[config.mk]
export PLATFORM = sky130hd
export DESIGN_NAME = prbs_gen_param
export DESIGN_NICKNAME = d
export VERILOG_FILES = /design/src/rtl/prbs_pkg.sv /design/src/rtl/prbs_lfsr_step.sv /design/src/rtl/prbs_gen_param.sv
export SDC_FILE = /design/constraint.sdc
export NUM_CORES = 1
export LEC_CHECK = 0
export BUFFER_PORTS_ARGS = -buffer_cell sky130_fd_sc_hd__buf_2
export CAP_MARGIN = 0
export CORE_ASPECT_RATIO = 0.7
export CORE_UTILIZATION = 60
export DETAILED_ROUTE_END_ITERATION = 7
export PLACE_DENSITY = 0.92
export SYNTH_ARGS = -nofsm -noshare
export SYNTH_HDL_FRONTEND = slang
export SYNTH_SLANG_ARGS = --single-unit
[constraint.sdc]
create_clock -name Clk -period 14.2 [get_ports Clk]
set_clock_uncertainty 0.1 [all_clocks]
set_input_delay 0.71 -clock Clk [delete_from_list [all_inputs] [get_ports Clk]]
set_output_delay 0.71 -clock Clk [all_outputs]
set_load 0.03 [all_outputs]
[src/rtl/prbs_pkg.sv]
// Shared constants for the parameterised PRBS generator: mode codes, LFSR degree/tap tables, FSM states.
// Latency: n/a (declarations only).
// Backpressure: n/a.
package prbs_pkg;

    // Full LFSR register width; shorter polynomials use the low bits only.
    localparam int LFSR_W = 31;

    // Polynomial select codes; codes 5..7 alias PRBS31.
    localparam logic [2:0] MODE_PRBS7  = 3'd0;
    localparam logic [2:0] MODE_PRBS9  = 3'd1;
    localparam logic [2:0] MODE_PRBS15 = 3'd2;
    localparam logic [2:0] MODE_PRBS23 = 3'd3;
    localparam logic [2:0] MODE_PRBS31 = 3'd4;

    // Degree L and middle tap exponent T per polynomial, index 0 = PRBS7 ... 4 = PRBS31.
    localparam logic [4:0][4:0] DEG_TAB = {5'd31, 5'd23, 5'd15, 5'd9, 5'd7};
    localparam logic [4:0][4:0] TAP_TAB = {5'd28, 5'd18, 5'd14, 5'd5, 5'd6};

    typedef enum logic [1:0] {
        ST_IDLE = 2'd0,
        ST_FILL = 2'd1,
        ST_RUN  = 2'd2
    } state_t;

    function automatic logic [2:0] mode_idx(input logic [2:0] m);
        case (m)
            MODE_PRBS7:  return 3'd0;
            MODE_PRBS9:  return 3'd1;
            MODE_PRBS15: return 3'd2;
            MODE_PRBS23: return 3'd3;
            default:     return 3'd4;
        endcase
    endfunction

    function automatic logic [4:0] mode_deg(input logic [2:0] m);
        return DEG_TAB[mode_idx(m)];
    endfunction

    function automatic logic [4:0] mode_tap(input logic [2:0] m);
        return TAP_TAB[mode_idx(m)];
    endfunction

    // All-ones mask covering the low deg bits of the LFSR register.
    function automatic logic [LFSR_W-1:0] len_mask(input logic [4:0] deg);
        return 31'h7FFF_FFFF >> (5'd31 - deg);
    endfunction

endpackage

[src/rtl/prbs_lfsr_step.sv]
// Combinational DATA_W-step Fibonacci LFSR advance: next state plus the DATA_W output bits.
// Latency: zero cycles (pure combinational).
// Backpressure: none; the caller decides when to register the result.
module prbs_lfsr_step
    import prbs_pkg::*;
#(
    parameter int DATA_W = 8
) (
    input  logic [2:0]        i_mode,
    input  logic [LFSR_W-1:0] i_state,
    output logic [LFSR_W-1:0] o_state,
    output logic [DATA_W-1:0] o_word
);

    logic [4:0]        w_deg;
    logic [4:0]        w_tap;
    logic [LFSR_W-1:0] w_mask;
    logic [LFSR_W-1:0] w_s;
    logic              w_ob;
    logic              w_fb;

    // Unrolled shift: the oldest bit leaves first and lands in the word MSB.
    always_comb begin
        w_deg  = mode_deg(i_mode);
        w_tap  = mode_tap(i_mode);
        w_mask = len_mask(w_deg);
        w_s    = i_state;
        w_ob   = 1'b0;
        w_fb   = 1'b0;
        o_word = '0;
        for (int i = 0; i < DATA_W; i++) begin
            w_ob = w_s[w_deg - 5'd1];
            w_fb = w_ob ^ w_s[w_tap - 5'd1];
            o_word[DATA_W-1-i] = w_ob;
            w_s = ((w_s << 1) | {{(LFSR_W-1){1'b0}}, w_fb}) & w_mask;
        end
        o_state = w_s;
    end

endmodule

[src/rtl/prbs_gen_param.sv]
// Parameterised PRBS7/9/15/23/31 word generator with seed load, error injection and accepted-word count.
// Latency: first word valid two edges after Load (Load edge, then FILL edge with Enable); then one word per cycle.
// Backpressure: valid/ready; word and LFSR hold while Out_Valid=1 and Out_Ready=0.
module prbs_gen_param
    import prbs_pkg::*;
#(
    parameter int DATA_W = 8,
    parameter int CNT_W  = 32
) (
    input  logic              Clk,
    input  logic              Reset,
    input  logic              Load,
    input  logic [2:0]        Mode,
    input  logic [30:0]       Seed,
    input  logic              Enable,
    input  logic              Err_Inject,
    output logic [DATA_W-1:0] Out_Data,
    output logic              Out_Valid,
    input  logic              Out_Ready,
    output logic              Seed_Zero,
    output logic [CNT_W-1:0]  Word_Cnt
);

    state_t            r_state;
    logic [2:0]        r_mode;
    logic [LFSR_W-1:0] r_lfsr;
    logic              r_err_pend;
    logic [DATA_W-1:0] r_data;
    logic              r_valid;
    logic              r_seed_zero;
    logic [CNT_W-1:0]  r_cnt;

    logic [LFSR_W-1:0] w_seed_fill;
    logic [LFSR_W-1:0] w_seed_masked;
    logic [LFSR_W-1:0] w_step_state;
    logic [DATA_W-1:0] w_step_word;
    logic [DATA_W-1:0] w_err_mask;
    logic [DATA_W-1:0] w_word_out;
    logic              w_accept;
    logic              w_gen;

    prbs_lfsr_step #(
        .DATA_W (DATA_W)
    ) u_step (
        .i_mode  (r_mode),
        .i_state (r_lfsr),
        .o_state (w_step_state),
        .o_word  (w_step_word)
    );

    // Seed masking uses the incoming Mode since it is latched on the same edge.
    assign w_seed_fill   = len_mask(mode_deg(Mode));
    assign w_seed_masked = Seed & w_seed_fill;

    assign w_accept = r_valid & Out_Ready;
    assign w_gen    = Enable & ((r_state == ST_FILL) | ((r_state == ST_RUN) & w_accept));

    // A pending or same-cycle error flips only the oldest bit of the word being generated.
    always_comb begin
        w_err_mask             = '0;
        w_err_mask[DATA_W-1]   = r_err_pend | Err_Inject;
        w_word_out             = w_step_word ^ w_err_mask;
    end

    // Control FSM with registered outputs; Reset beats Load, Load beats everything else.
    always_ff @(posedge Clk) begin
        if (Reset) begin
            r_state     <= ST_IDLE;
            r_mode      <= MODE_PRBS31;
            r_lfsr      <= {LFSR_W{1'b1}};
            r_err_pend  <= 1'b0;
            r_data      <= '0;
            r_valid     <= 1'b0;
            r_seed_zero <= 1'b0;
            r_cnt       <= '0;
        end else if (Load) begin
            r_state     <= ST_FILL;
            r_mode      <= Mode;
            r_lfsr      <= (w_seed_masked == '0) ? w_seed_fill : w_seed_masked;
            r_err_pend  <= 1'b0;
            r_valid     <= 1'b0;
            r_seed_zero <= (w_seed_masked == '0);
            r_cnt       <= '0;
        end else begin
            r_seed_zero <= 1'b0;
            if (w_gen) begin
                r_err_pend <= 1'b0;
            end else if (Err_Inject) begin
                r_err_pend <= 1'b1;
            end
            case (r_state)
                ST_IDLE: begin
                    r_valid <= 1'b0;
                end
                ST_FILL: begin
                    if (Enable) begin
                        r_data  <= w_word_out;
                        r_lfsr  <= w_step_state;
                        r_valid <= 1'b1;
                        r_state <= ST_RUN;
                    end
                end
                ST_RUN: begin
                    if (w_accept) begin
                        r_cnt <= r_cnt + CNT_W'(1);
                        if (Enable) begin
                            r_data <= w_word_out;
                            r_lfsr <= w_step_state;
                        end else begin
                            r_valid <= 1'b0;
                            r_state <= ST_FILL;
                        end
                    end
                end
                default: begin
                    r_valid <= 1'b0;
                    r_state <= ST_IDLE;
                end
            endcase
        end
    end

    assign Out_Data  = r_data;
    assign Out_Valid = r_valid;
    assign Seed_Zero = r_seed_zero;
    assign Word_Cnt  = r_cnt;

endmodule

==> metrics.md <==
| Metric | Value |
|---|---|
| WP data arrival | 5.57 ns |
| Mapped Nets | 668 |
| Latest clock arrival within the worst-skew pair | ~0.34 ns |
| CTS HTree Levels | 3 |
| Status | finished clean |
| Max-cap violations | 0 |
| Post CTS Setup Buffer Count | 0 |
| Gr ovfl total | 0 |
| Yosys warns | 0 |
| Slew Limit Fails | 0 |
| Gate Count Post-Synth | 623 |
| Total Power | 0.602 mW |
| Drt drc | 0 |
| Fin Setup TNS | 0 ns |
| Final Hold Vio Count | 0 |
| Area delta synth->final | 14.9% |
| Commonest cells in the netlist | nor2_1 (83), dfxtp_1 (79), nand2_1 (71) |
| # setup viols final | 0 |
| Placeable Area | 7840 sq um |
| FP Rows | 27 |
| Vias in the first global route | 4814 |
| Worst hold path class | reg2reg |
| Post-synthesis cell type count | 72 |
| CTS Buffer Depth | 2 |
| Non-Filler Instances | between 700 and 800 |
| Synth top area cells | dfxtp_1 (33%), nor2_1 (6.4%), xor2_1 (6.0%), o21ai_0 (5.6%), nand2_1 (5.5%) |
| First-pass GRT wire length | 25400 um |
| Post-Place Cells | 772 |
| Slew at the pin with the worst max-slew slack | 0.945 ns |
| Share of cells above drive strength 1 | around 17% |
| CP Max Fanout | 15 |
| IO buf count | 81 |
| Syn_area_per_cell | 7.78 sq um |
| Post-layout min period | 5.45 ns |
| DR pass1 iterations | 5 |
| I/O pin count | 82 |
| Area leader, netlist | dfxtp_1 |
| Iter 0 DRT Violations | 606 |
| Wire per inst | 20.6 um |
| Number of synthesized flops with an enable pin | 0 |
| Ys flop type | dfxtp_1 |
| Via count | 5286 |
| Total Wirelength | 16200 um |
| Clk slew on worst S/H paths | 0.06 ns |
| Drt via density | 6.73 |
| R2R depth | 14 |
| DP Wirelength | around 12000 um |
| CP Capture Type | flop |
| Fmax achieved | 0.183 GHz |
| RePlAce Congestion | 0.977 |
| Tot GR Track Use | 39.7% |
| Worst slack, placed | 8.95 ns |
| Post-route antenna net violation count | 0 |
| Num Clock Sinks | 79 |
| Setup ws final | 8.75 ns |
| RSZ-0062 raised after global routing | no |
| Required @ worst endpoint | 14.32 ns |
| Slew HR | 36.3% |
| Cts hold-fix bufs | 0 |
| Worst Hold Depth | 2 |
| Final #Nets | 727 |
| Leakage | 2.23 nW |
| Power Dens Cells | between 100 and 150 nW/um^2 |
| TritonCTS clock tree | yes |
| Initial Util | roughly three fifths |
| Initial antenna violation count | 0 |
| Yosys top cell area share | 32.6% |
| VDD IR max | 0.0000864 V |
| Die Height | 77.2 um |
| Root Buffer | clkbuf_16 |
| WHS | 0.355 ns |
| Register bit total from synthesis | 79 |
| N_diodes | 0 |
| Clock buffer count from CTS | 9 |
| WS Path Type | reg2reg |
| Final period util | 38.4% |
| Synthesized area | 4850 sq um |
| Sequential-to-total area share from yosys stat | roughly 33% |
| Cts repair resizes | 0 |
| Die W | 109 um |
| Most common cell in the synthesized netlist | nor2_1 |
| Ys async rst share | 0% |
| CP Launch Type | flop |
| Largest net degree at the start of global routing | between 40 and 50 |
| Die Area | 8450 sq um |
power by group:
part / internal, mW / switching, mW
clock: 0.157 / 0.0924
sequential: 0.232 / 0.0181
combinational: 0.0372 / 0.0652
total: 0.426 / 0.176
worst max-delay path: stages, from the launching register on:
cell and delay, ns:
dfxtp_1 0.61, nand2b_1 0.21, ha_1 0.59, nor2b_1 0.46, nand2_1 0.19, o311ai_0 0.72
a211oi_1 0.23, o311ai_1 0.53, and2_1 0.24, o2111ai_2 0.21, or2_4 0.33, nor4_4 0.29
nor3_2 0.10, o211a_1 0.22, or3_1 0.30
cells by family after synthesis:
| family | Yosys count | share of synthesized area [%] |
|---|---|---|
| compound gates | 178 | 24.6 |
| fa+ha+maj | 5 | 1.29 |
| mux | 23 | 5.14 |
| simple gates | 253 | 25.6 |
| buf+inv | 47 | 3.95 |
| flops | 79 | 32.6 |
| xor+xnor | 38 | 6.87 |
layer usage:
metal	up-vias	wire [um]	global-route usage, %
met2	363	6910	56.6
met4	0	343	13.2
li1	2378	-	-
met1	2506	6840	55.7
met5	-	0	0
met3	39	2090	12.9
placed cells by master, fill, tap and decap left out, types with 3 or more instances in the layout:
master	netlist	layout
and3_1	7	7
clkbuf_16	0	9
a221oi_1	25	25
and2_1	4	4
nor2b_1	6	6
nand2_1	71	71
a21oi_1	33	32
nor3_1	10	10
nand3_1	22	22
o21bai_1	5	5
and4_1	7	7
a31oi_1	3	3
buf_2	3	81
or3_1	3	3
dfxtp_1	79	79
a211oi_1	9	9
nand4_1	6	6
o211ai_1	6	6
xnor2_1	5	5
xor2_1	33	33
nor2_1	83	83
o21ai_0	54	54
o22ai_1	4	4
mux2i_1	17	17
o21a_1	7	7
ha_1	5	5
buf_4	1	4
nor4_1	8	8
a21o_1	4	4
inv_1	10	10
mux2_2	5	5
nand2b_1	8	8
per-stage QoR:
step | util (%) | cell area (sq um)
2_1_floorplan | - | 4850
3_3_place_gp | 67.1 | 5260
3_5_place_dp | 67.1 | 5260
4_1_cts | 71.1 | 5570
5_1_grt | 71.1 | 5570
6_report | 71.1 | 5570
area by class of cell:
class	instances	area, sq um
multi-input cells	497	3080
well taps	101	126
clock inverters	3	68.8
inverters	10	37.5
clock buffers	11	243
repair buffers	85	435
fillers	592	2270
flip-flops and latches	79	1580
final timing paths:
kind                             startpoint          end  slack (ns)
worst max-delay path              r_mode[1]    r_lfsr[0]        8.75
worst min-delay path            Out_Data[5]  Out_Data[5]        0.35
worst min register to register  Out_Data[5]  Out_Data[5]        0.35
worst max register to register    r_mode[1]    r_lfsr[0]        8.75
flip-flops by register name (all words and copies together), names as in the netlist:
name	count
r_lfsr	31
r_mode	3
r_err_pend	1
Out_Valid	1
r_state	2
Word_Cnt	32
Out_Data	8
Seed_Zero	1
(Power assumes the default switching activity.)
